`config.mk`:
```
export PLATFORM = sky130hd
export DESIGN_NAME = pipeline_stage_ctrl
export DESIGN_NICKNAME = d
export VERILOG_FILES = /design/src/rtl/pipeline_ctrl_pkg.sv /design/src/rtl/sat_counter.sv /design/src/rtl/pipeline_stage_ctrl.sv
export SDC_FILE = /design/constraint.sdc
export NUM_CORES = 1
export LEC_CHECK = 0
export BUFFER_PORTS_ARGS = -buffer_cell sky130_fd_sc_hd__buf_4
export CORE_AREA = 4 4 91 93
export DETAILED_ROUTE_END_ITERATION = 8
export DIE_AREA = 0 0 95 97
export GPL_ROUTABILITY_DRIVEN = 0
export GPL_TIMING_DRIVEN = 0
export PLACE_DENSITY = 0.92
export SYNTH_ARGS = -nofsm -noshare
export SYNTH_HDL_FRONTEND = slang
export SYNTH_SLANG_ARGS = --single-unit
```
`constraint.sdc`:
```
create_clock -name Clock -period 3.8 [get_ports Clock]
set_input_delay 0.76 -clock Clock [delete_from_list [all_inputs] [get_ports Clock]]
set_output_delay 0.76 -clock Clock [all_outputs]
set_load 0.02 [all_outputs]
```
`src/rtl/pipeline_ctrl_pkg.sv`:
```
// Shared definitions for the pipeline stage controller: sequencer states,
// stage-register indices and the default memory-wait timeout.
package pipeline_ctrl_pkg;

  typedef enum logic [1:0] {
    RUN      = 2'd0,
    MEM_WAIT = 2'd1,
    HALT     = 2'd2
  } pctrl_state_t;

  // Bit positions of the stage registers in a packed enable vector
  localparam int STG_PC    = 0;
  localparam int STG_IFID  = 1;
  localparam int STG_IDEX  = 2;
  localparam int STG_EXMEM = 3;
  localparam int STG_MEMWB = 4;
  localparam int NUM_STG   = 5;

  localparam int DEF_MEM_TIMEOUT = 255;

endpackage

```
`src/rtl/sat_counter.sv`:
```
// Saturating up-counter for stall/flush statistics; sticks at all-ones.
module sat_counter
  import pipeline_ctrl_pkg::*;
#(
  parameter int CNT_W = 32
) (
  input  logic             Clock,
  input  logic             Reset,
  input  logic             inc,
  input  logic             clr,
  output logic [CNT_W-1:0] count
);

  logic [CNT_W-1:0] r_count;

  // Count up on inc, hold once every bit is set
  always_ff @(posedge Clock) begin
    if (Reset || clr) begin
      r_count <= '0;
    end else if (inc && (r_count != '1)) begin
      r_count <= r_count + CNT_W'(1);
    end
  end

  assign count = r_count;

endmodule

```
`src/rtl/pipeline_stage_ctrl.sv`:
```
// Pipeline sequencer: derives per-stage ClockEnables and bubble flushes from
// hazard, branch, data-memory handshake and halt inputs, tracks memory-wait
// timeout and halt state, and keeps saturating stall/flush statistics.
module pipeline_stage_ctrl
  import pipeline_ctrl_pkg::*;
#(
  parameter int REG_ADDR_W  = 5,
  parameter int CNT_W       = 32,
  parameter int MEM_TIMEOUT = DEF_MEM_TIMEOUT
) (
  input  logic                  Clock,
  input  logic                  Reset,
  input  logic                  Tick,
  input  logic [REG_ADDR_W-1:0] id_rs_addr,
  input  logic [REG_ADDR_W-1:0] id_rt_addr,
  input  logic                  id_uses_rs,
  input  logic                  id_uses_rt,
  input  logic                  ex_mem_read,
  input  logic [REG_ADDR_W-1:0] ex_rd_addr,
  input  logic                  ex_branch_taken,
  input  logic                  mem_req,
  input  logic                  mem_ready,
  input  logic                  halt_req,
  input  logic                  resume,
  output logic                  pc_en,
  output logic                  ifid_en,
  output logic                  idex_en,
  output logic                  exmem_en,
  output logic                  memwb_en,
  output logic                  ifid_flush,
  output logic                  idex_flush,
  output logic                  memwb_flush,
  output logic                  halted,
  output logic                  mem_err,
  output logic [CNT_W-1:0]      stall_cnt,
  output logic [CNT_W-1:0]      flush_cnt
);

  // Wide enough to hold MEM_TIMEOUT itself
  localparam int WAIT_W = (MEM_TIMEOUT < 1) ? 1 : $clog2(MEM_TIMEOUT + 1);

  pctrl_state_t        r_state, w_state_nxt;
  logic [WAIT_W-1:0]   r_wait, w_wait_nxt, w_wait_inc;
  logic                r_mem_err, w_mem_err_nxt;
  logic [NUM_STG-1:0]  w_en;
  logic                w_ifid_flush, w_idex_flush, w_memwb_flush;
  logic                w_load_use, w_mem_stall;
  logic                w_stall_inc, w_flush_inc;

  // Load in EX feeding a register that ID reads; r0 never creates a hazard
  assign w_load_use = ex_mem_read && (ex_rd_addr != '0) &&
                      ((id_uses_rs && (id_rs_addr == ex_rd_addr)) ||
                       (id_uses_rt && (id_rt_addr == ex_rd_addr)));
  assign w_mem_stall = mem_req && !mem_ready;
  assign w_wait_inc  = r_wait + WAIT_W'(1);

  // Next-state, enables and flushes; everything idles under Reset or !Tick
  always_comb begin
    w_state_nxt   = r_state;
    w_wait_nxt    = r_wait;
    w_mem_err_nxt = r_mem_err;
    w_en          = '0;
    w_ifid_flush  = 1'b0;
    w_idex_flush  = 1'b0;
    w_memwb_flush = 1'b0;
    w_stall_inc   = 1'b0;
    w_flush_inc   = 1'b0;
    if (!Reset && Tick) begin
      case (r_state)
        RUN, MEM_WAIT: begin
          if (halt_req) begin
            w_state_nxt = HALT;
          end else if (w_mem_stall) begin
            // Freeze upstream, drain a bubble into WB while memory is busy
            w_en[STG_MEMWB] = 1'b1;
            w_memwb_flush   = 1'b1;
            w_stall_inc     = 1'b1;
            w_wait_nxt      = w_wait_inc;
            if (w_wait_inc >= WAIT_W'(MEM_TIMEOUT)) begin
              w_mem_err_nxt = 1'b1;
              w_state_nxt   = HALT;
            end else begin
              w_state_nxt   = MEM_WAIT;
            end
          end else begin
            w_wait_nxt  = '0;
            w_state_nxt = RUN;
            if (ex_branch_taken) begin
              // Branch squashes both younger instructions, so it wins over load-use
              w_en         = '1;
              w_ifid_flush = 1'b1;
              w_idex_flush = 1'b1;
              w_flush_inc  = 1'b1;
            end else if (w_load_use) begin
              w_en[STG_IDEX]  = 1'b1;
              w_en[STG_EXMEM] = 1'b1;
              w_en[STG_MEMWB] = 1'b1;
              w_idex_flush    = 1'b1;
              w_stall_inc     = 1'b1;
            end else begin
              w_en = '1;
            end
          end
        end
        HALT: begin
          if (resume && !r_mem_err) begin
            w_state_nxt = RUN;
            w_wait_nxt  = '0;
          end
        end
        default: begin
          w_state_nxt = RUN;
          w_wait_nxt  = '0;
        end
      endcase
    end
  end

  // State, wait counter and sticky timeout flag
  always_ff @(posedge Clock) begin
    if (Reset) begin
      r_state   <= RUN;
      r_wait    <= '0;
      r_mem_err <= 1'b0;
    end else begin
      r_state   <= w_state_nxt;
      r_wait    <= w_wait_nxt;
      r_mem_err <= w_mem_err_nxt;
    end
  end

  sat_counter #(.CNT_W(CNT_W)) u_stall_cnt (
    .Clock (Clock),
    .Reset (Reset),
    .inc   (w_stall_inc),
    .clr   (1'b0),
    .count (stall_cnt)
  );

  sat_counter #(.CNT_W(CNT_W)) u_flush_cnt (
    .Clock (Clock),
    .Reset (Reset),
    .inc   (w_flush_inc),
    .clr   (1'b0),
    .count (flush_cnt)
  );

  assign pc_en       = w_en[STG_PC];
  assign ifid_en     = w_en[STG_IFID];
  assign idex_en     = w_en[STG_IDEX];
  assign exmem_en    = w_en[STG_EXMEM];
  assign memwb_en    = w_en[STG_MEMWB];
  assign ifid_flush  = w_ifid_flush;
  assign idex_flush  = w_idex_flush;
  assign memwb_flush = w_memwb_flush;
  assign halted      = (r_state == HALT);
  assign mem_err     = r_mem_err;

endmodule
```
==> results.cfg, run 1 <==
[worst_setup_path]
rrSetupSlack_ns = 0.92
critPathArrivalTime_ns = 2.19
worst-path-max-fanout = 3
r2r_end = u_stall_cnt.count[0]
r2r_start = u_stall_cnt.count[0]
crit_top_cell = buf_4
crit_path_cell_trace = buf_4, xnor2_1, nand4_1, o22ai_1, nand2b_1, o21a_1, buf_4, buf_4
critPathKind = primary input to output port
reg2reg_depth = 9
required_ns = 3.04
crit_path_max_incr_delay_ns = 0.36
cpMaxStageDelayCell = o22ai_1
cp-end-kind = output port
cp-start-kind = primary input

[final_layout]
mostFrequentLayoutCell = buf_4
drive_gt1_frac = 0.220
layout_common_cells = buf_4, dfxtp_1, nor2_1
final_nets = 633
fillerInstances = 595
n_antenna_cell = 0
area.sequential_sq_mm = 0.00150
multi_input_area_sq_mm = 0.00233
area_growth_pct = 27.0

[die]
die_x_microns = 95
die_area_sq_mm = 0.00922
die_y_microns = 97
rows = 32
start_util = 0.532
pin_count = 100
floorplan.core_area_sq_mm = 0.00753

[yosys]
synth-xor-area-share = 0.0809
netlist_instances = 493
synth_mux_area_frac = 0.0109
syn_nets = 523
ys_seq_area_frac = 0.375
synthAdderAreaFrac = 0.0125
synth-simple-area-share = 0.319
synth_compound_area_frac = 0.157
avgSynthCellArea_sq_um = 8.13
async_reset_ff_frac = 0
synth_top_flop_cell = dfxtp_1
synth_warnings = 0
synth_edf_count = 0
syn_area_sq_mm = 0.00401
ys_types = 51
synth_top_family_by_area = simple AND/OR/NAND/NOR gates
ys_seq_elements = 75

[global_routing]
grt_pass1_wl_mm = 18.6
antenna_found_initial = 0
met1_usage = 0.304
grt_use_met2 = 0.410
overflow = 0
top_usage_layer = met2
grt_use_met3 = 0.0459
first_global_vias = 4021
grt_max_degree = 13
grtUsageTotal = 0.247

[min_path]
holdCritPathClass = flip-flop to flip-flop
hp-start = r_wait[4]
whs_endpoint = r_wait[4]
min_path_cells = 1

[sta]
timing.fmax_mhz = 340
finalCritPeriodShare = 0.775
fin_skew_ns = 0.0194
whs_ns = 0.496
tns_ns = 0
layout_setup_ws_ns = 0.855
maxSlewViolCount = 0
rsz0062_at_grt = false
finalHoldViolations = 0
layout_min_cycle_time_ns = 2.95
relSlewSlack = 0.539
setup_viol = 0
max_slew.worst_pin.slew_ns = 0.681

[routing]
drtIter0Drc = 325
via_per_inst = 6.03
postRouteAntennaNets = 0
drc = 0
wl_per_cell_microns = 15.8
detail_route.first_pass.iterations = 5
drt-total-wl_mm = 11.2
vias = 4278

[cts]
cts_setup_buffers = 0
clk_pin_slew_ns = 0.07
ctsHoldBuffers = 0
cts-resized-gates = 0
htreeDepth = 3
clk_path_buf_depth = 2
clk_latency_ns = 0.35
cts_buffers = 9
cts_tree = built
clockRootBuffer = clkbuf_8
cts.sinks = 75

[placed_design]
io_buffers = 99
hpwl_mm = 8.30
dp_worst_setup_slack_ns = 0.880

[pwr]
pwr_density_cell_mw_per_mm2 = 303
switching_share = 0.225
power.internal_mw = 1.20
seqPwrFrac = 0.511
vdd_drop_max_v = 0.000198
power_frac_comb = 0.060
p_leak_nw = 1.84
pwr-share-clk = 0.429
p_switching_mw = 0.348

[job]
drv_cap = 0

[run_status]
outcome = finished clean
[layer usage]
layer / vias to the layer above / part of all wire
met5: - / 0
met4: 0 / 0.027
met3: 36 / 0.081
met2: 198 / 0.49
met1: 2007 / 0.41
li1: 2037 / -
[worst max path at each step]
| stage | startpoint | end | slack [ns] | depth (start not counted) |
|---|---|---|---|---|
| finish | ex_rd_addr[2] | pc_en | 0.85 | 8 |
| global route | u_stall_cnt.count[0] | u_stall_cnt.count[1] | 0.71 | 9 |
| CTS | ex_rd_addr[2] | pc_en | 0.87 | 8 |
| detailed placement | ex_rd_addr[2] | pc_en | 0.88 | 8 |
| global placement | ex_rd_addr[1] | pc_en | 0.91 | 7 |
| floorplan | halt_req | idex_flush | 0.73 | 3 |
[registers in the layout, indices dropped and copies added, names as in the netlist]
signal	count
r_wait	8
u_flush_cnt.count	32
mem_err	1
u_stall_cnt.count	32
r_state	2
[stage by stage]
step	power, mW	util	cells	cell area, sq um
after global placement	0.896	0.648	694	4880
final	1.54	0.676	710	5090
after global routing	1.58	0.676	710	5090
after CTS	1.54	0.676	710	5090
after detailed placement	0.899	0.648	694	4880
after floorplan	0.854	-	493	4010
[cell type report]
| class | instances | area share |
|---|---|---|
| multi-input cells | 381 | 0.458 |
| flip-flops and latches | 75 | 0.295 |
| repair buffers | 99 | 0.146 |
| clock buffers | 11 | 0.0258 |
| well taps | 102 | 0.0251 |
| plain buffers | 23 | 0.0236 |
| clock inverters | 5 | 0.0153 |
| inverters | 14 | 0.0113 |
[critical path, delay by kind of cell]
family | cells | cell delay (ns)
compound gates | 2 | 0.56
buf+inv | 3 | 0.40
simple gates | 2 | 0.25
xor+xnor | 1 | 0.21
[power groups by stage]
stage | sequential, mW | clock, mW | combinational, mW
2_1_floorplan | 0.808 | 0 | 0.0463
3_3_place_gp | 0.807 | 0 | 0.0892
3_5_place_dp | 0.807 | 0 | 0.0915
4_1_cts | 0.789 | 0.661 | 0.0918
5_1_grt | 0.789 | 0.692 | 0.0998
6_report | 0.789 | 0.663 | 0.0919
[Yosys cell counts (2+ instances only)]
library cell / count / area (sq um)
mux2_1: 3 / 33.8
buf_4: 4 / 30.0
or4_1: 18 / 135
dfxtp_1: 75 / 1500
buf_2: 3 / 15.0
nor4_1: 8 / 50.1
buf_6: 2 / 22.5
xnor2_1: 30 / 263
a21oi_2: 3 / 26.3
a21oi_1: 39 / 195
xor2_1: 7 / 61.3
ha_1: 4 / 50.1
o21ai_1: 12 / 60.1
or3_1: 18 / 113
o22ai_1: 2 / 12.5
o21ai_0: 10 / 50.1
o31ai_1: 17 / 128
nand2b_1: 5 / 31.3
nor3_1: 20 / 100
nand3b_1: 3 / 22.5
nand2_1: 25 / 93.8
and3_1: 10 / 62.6
and4_1: 4 / 35.0
a211oi_1: 4 / 30.0
inv_1: 12 / 45.0
nor2_1: 55 / 206
and2_1: 2 / 12.5
nand3_1: 27 / 135
nor2b_1: 9 / 56.3
a21o_1: 4 / 30.0
nand4_1: 25 / 156
clkbuf_1: 14 / 52.6
[logic make-up (layout without fill, tap and decap cells)]
logic type / count (synthesis) / after routing
AO/OA/AOI/OAI: 100 / 100
XOR/XNOR: 37 / 37
adder cells (fa/ha/maj): 4 / 4
buffers and inverters: 37 / 152
flip-flops: 75 / 75
multiplexers: 4 / 4
AND/OR/NAND/NOR: 236 / 236
No activity file was read; power rests on OpenSTA's default activity.
==> run 2: changes to the inputs <==
--- a/config.mk
+++ b/config.mk
@@ -6,12 +6,12 @@
 export NUM_CORES = 1
 export LEC_CHECK = 0
 export BUFFER_PORTS_ARGS = -buffer_cell sky130_fd_sc_hd__buf_4
-export CORE_AREA = 4 4 91 93
+export CORE_AREA = 4 4 97 99
 export DETAILED_ROUTE_END_ITERATION = 8
-export DIE_AREA = 0 0 95 97
+export DIE_AREA = 0 0 101 103
 export GPL_ROUTABILITY_DRIVEN = 0
 export GPL_TIMING_DRIVEN = 0
-export PLACE_DENSITY = 0.92
+export PLACE_DENSITY = 0.86
 export SYNTH_ARGS = -nofsm -noshare
 export SYNTH_HDL_FRONTEND = slang
 export SYNTH_SLANG_ARGS = --single-unit
==> constraint.sdc (replaced) <==
create_clock -name Clock -period 2.5 [get_ports Clock]
set_input_delay 0.5 -clock Clock [delete_from_list [all_inputs] [get_ports Clock]]
set_output_delay 0.5 -clock Clock [all_outputs]
set_load 0.02 [all_outputs]
==> run 2 against run 1 <==
Effect of this change: critical path depth is 1 lower; clock power rose by 61%; the flow now finishes with violations (design-rule violations); combinational power is 53% higher.
==> results.cfg, run 2 (synthesis results as in run 1) <==
[global_routing]
top_usage_layer = met2
grt_use_met3 = 0.0731
grt_pass1_wl_mm = 18.1
overflow = 0
grt_max_degree = 13
grt_use_met2 = 0.365
grtUsageTotal = 0.215
first_global_vias = 3817
met1_usage = 0.258
antenna_found_initial = 0

[sta]
finalHoldViolations = 0
finalCritPeriodShare = 0.971
relSlewSlack = 0.586
layout_min_cycle_time_ns = 2.43
fin_skew_ns = 0.0145
tns_ns = 0
maxSlewViolCount = 0
whs_ns = 0.477
setup_viol = 0
timing.fmax_mhz = 412
max_slew.worst_pin.slew_ns = 0.621
rsz0062_at_grt = true

[worst_setup_path]
cpMaxStageDelayCell = or3_1
critPathTopFamily = simple AND/OR/NAND/NOR gates
critPathArrivalTime_ns = 2.67
cp-start-kind = flip-flop
required_ns = 2.74
critPathKind = flip-flop to flip-flop
crit_path_cell_trace = nand4_1, or2_1, or3_1, o21ai_4, buf_4, nor4_2, mux2_1
cp.buffers_inverters = 1
cp-end-kind = flip-flop
worst-path-max-fanout = 10
crit_path_max_incr_delay_ns = 0.44

[routing]
postRouteAntennaNets = 0
detail_route.first_pass.iterations = 7
drt-total-wl_mm = 11.4
drtIter0Drc = 288
via_per_inst = 5.86
vias = 4221
drc = 1
wl_per_cell_microns = 15.9

[cts]
cts.sinks = 75
clockRootBuffer = clkbuf_8
ctsHoldBuffers = 0
cts_buffers = 9
cts_tree = built
clk_path_buf_depth = 2
clk_latency_ns = 0.36
clk_pin_slew_ns = 0.09
htreeDepth = 3

[final_layout]
mostFrequentLayoutCell = buf_4
layout_common_cells = buf_4, dfxtp_1, nor2_1
area_growth_pct = 30.4
drive_gt1_frac = 0.243
final_nets = 637
n_antenna_cell = 0

[placed_design]
io_buffers = 99
hpwl_mm = 8.22

[die]
start_util = 0.469
floorplan.core_area_sq_mm = 0.00855
rows = 34
die_area_sq_mm = 0.0104
die_y_microns = 103
die_x_microns = 101
pin_count = 100

[pwr]
total_power_mw = 2.41
vdd_drop_max_v = 0.000268
p_leak_nw = 1.93
pwr_density_cell_mw_per_mm2 = 461

[run_status]
violations = design-rule violations
outcome = finished with violations

[job]
drv_cap = 0

[min_path]
holdCritPathClass = primary input to flip-flop
[run 2: cell count changes in the layout (fill, tap and decap cells not counted), moves of 2 or more]
cell / previous run / this run
buf_2: 3 / 1
buf_4: 103 / 109
clkbuf_1: 16 / 14
clkbuf_8: 9 / 11
dfxtp_1: 75 / 73
dfxtp_2: 0 / 2
nor4_1: 8 / 5
nor4_4: 0 / 3
[run 2: cell type report]
cell class | instances | area [sq um]
fillers | 728 | 3320
clock inverters | 4 | 72.6
clock buffers | 12 | 155
well taps | 108 | 135
plain buffers | 22 | 121
repair buffers | 104 | 781
inverters | 14 | 57.6
multi-input cells | 381 | 2400
flip-flops and latches | 75 | 1500
[run 2: final timing paths]
| check | startpoint | endpoint | slack, ns | cells past startpoint |
|---|---|---|---|---|
| worst min-delay path | Tick | r_state[1] | 0.48 | 3 |
| worst min register to register | r_wait[4] | r_wait[4] | 0.49 | 1 |
| worst max-delay path | u_stall_cnt.count[11] | u_stall_cnt.count[20] | 0.07 | 7 |
| worst max register to register | u_stall_cnt.count[11] | u_stall_cnt.count[20] | 0.07 | 7 |
[run 2: power by group]
part	switching, mW	internal (mW)
registers	0.00290	1.20
clock network	0.451	0.616
logic	0.0787	0.0626
[run 2: per-layer routing]
layer	routed length, microns	vias up
met5	0	-
met4	176	0
met3	959	18
met2	5590	174
met1	4700	1992
li1	-	2037
[run 2: through the flow]
step	setup slack (ns)	instance area [sq um]	util	std cells
finish	0.0734	5230	0.611	720
global route	-0.00710	5230	0.611	720
CTS	0.0152	5160	0.603	719
detailed placement	-0.312	4880	0.571	700
global placement	-0.281	4880	0.571	700
floorplan	0.0348	4010	-	493
[run 2: repair_timing]
item,in CTS,in global routing
pin swaps,1,4
cloned,0,0
gates resized for setup,3,13
endpoints found under the setup margin,31,38
endpoints found under the hold margin,0,0
setup buffers,3,2
[run 2: worst min-delay path, stage by stage]
cell and delay [ns]:
buf_4 0.13, o21ai_0 0.08, a211oi_1 0.07
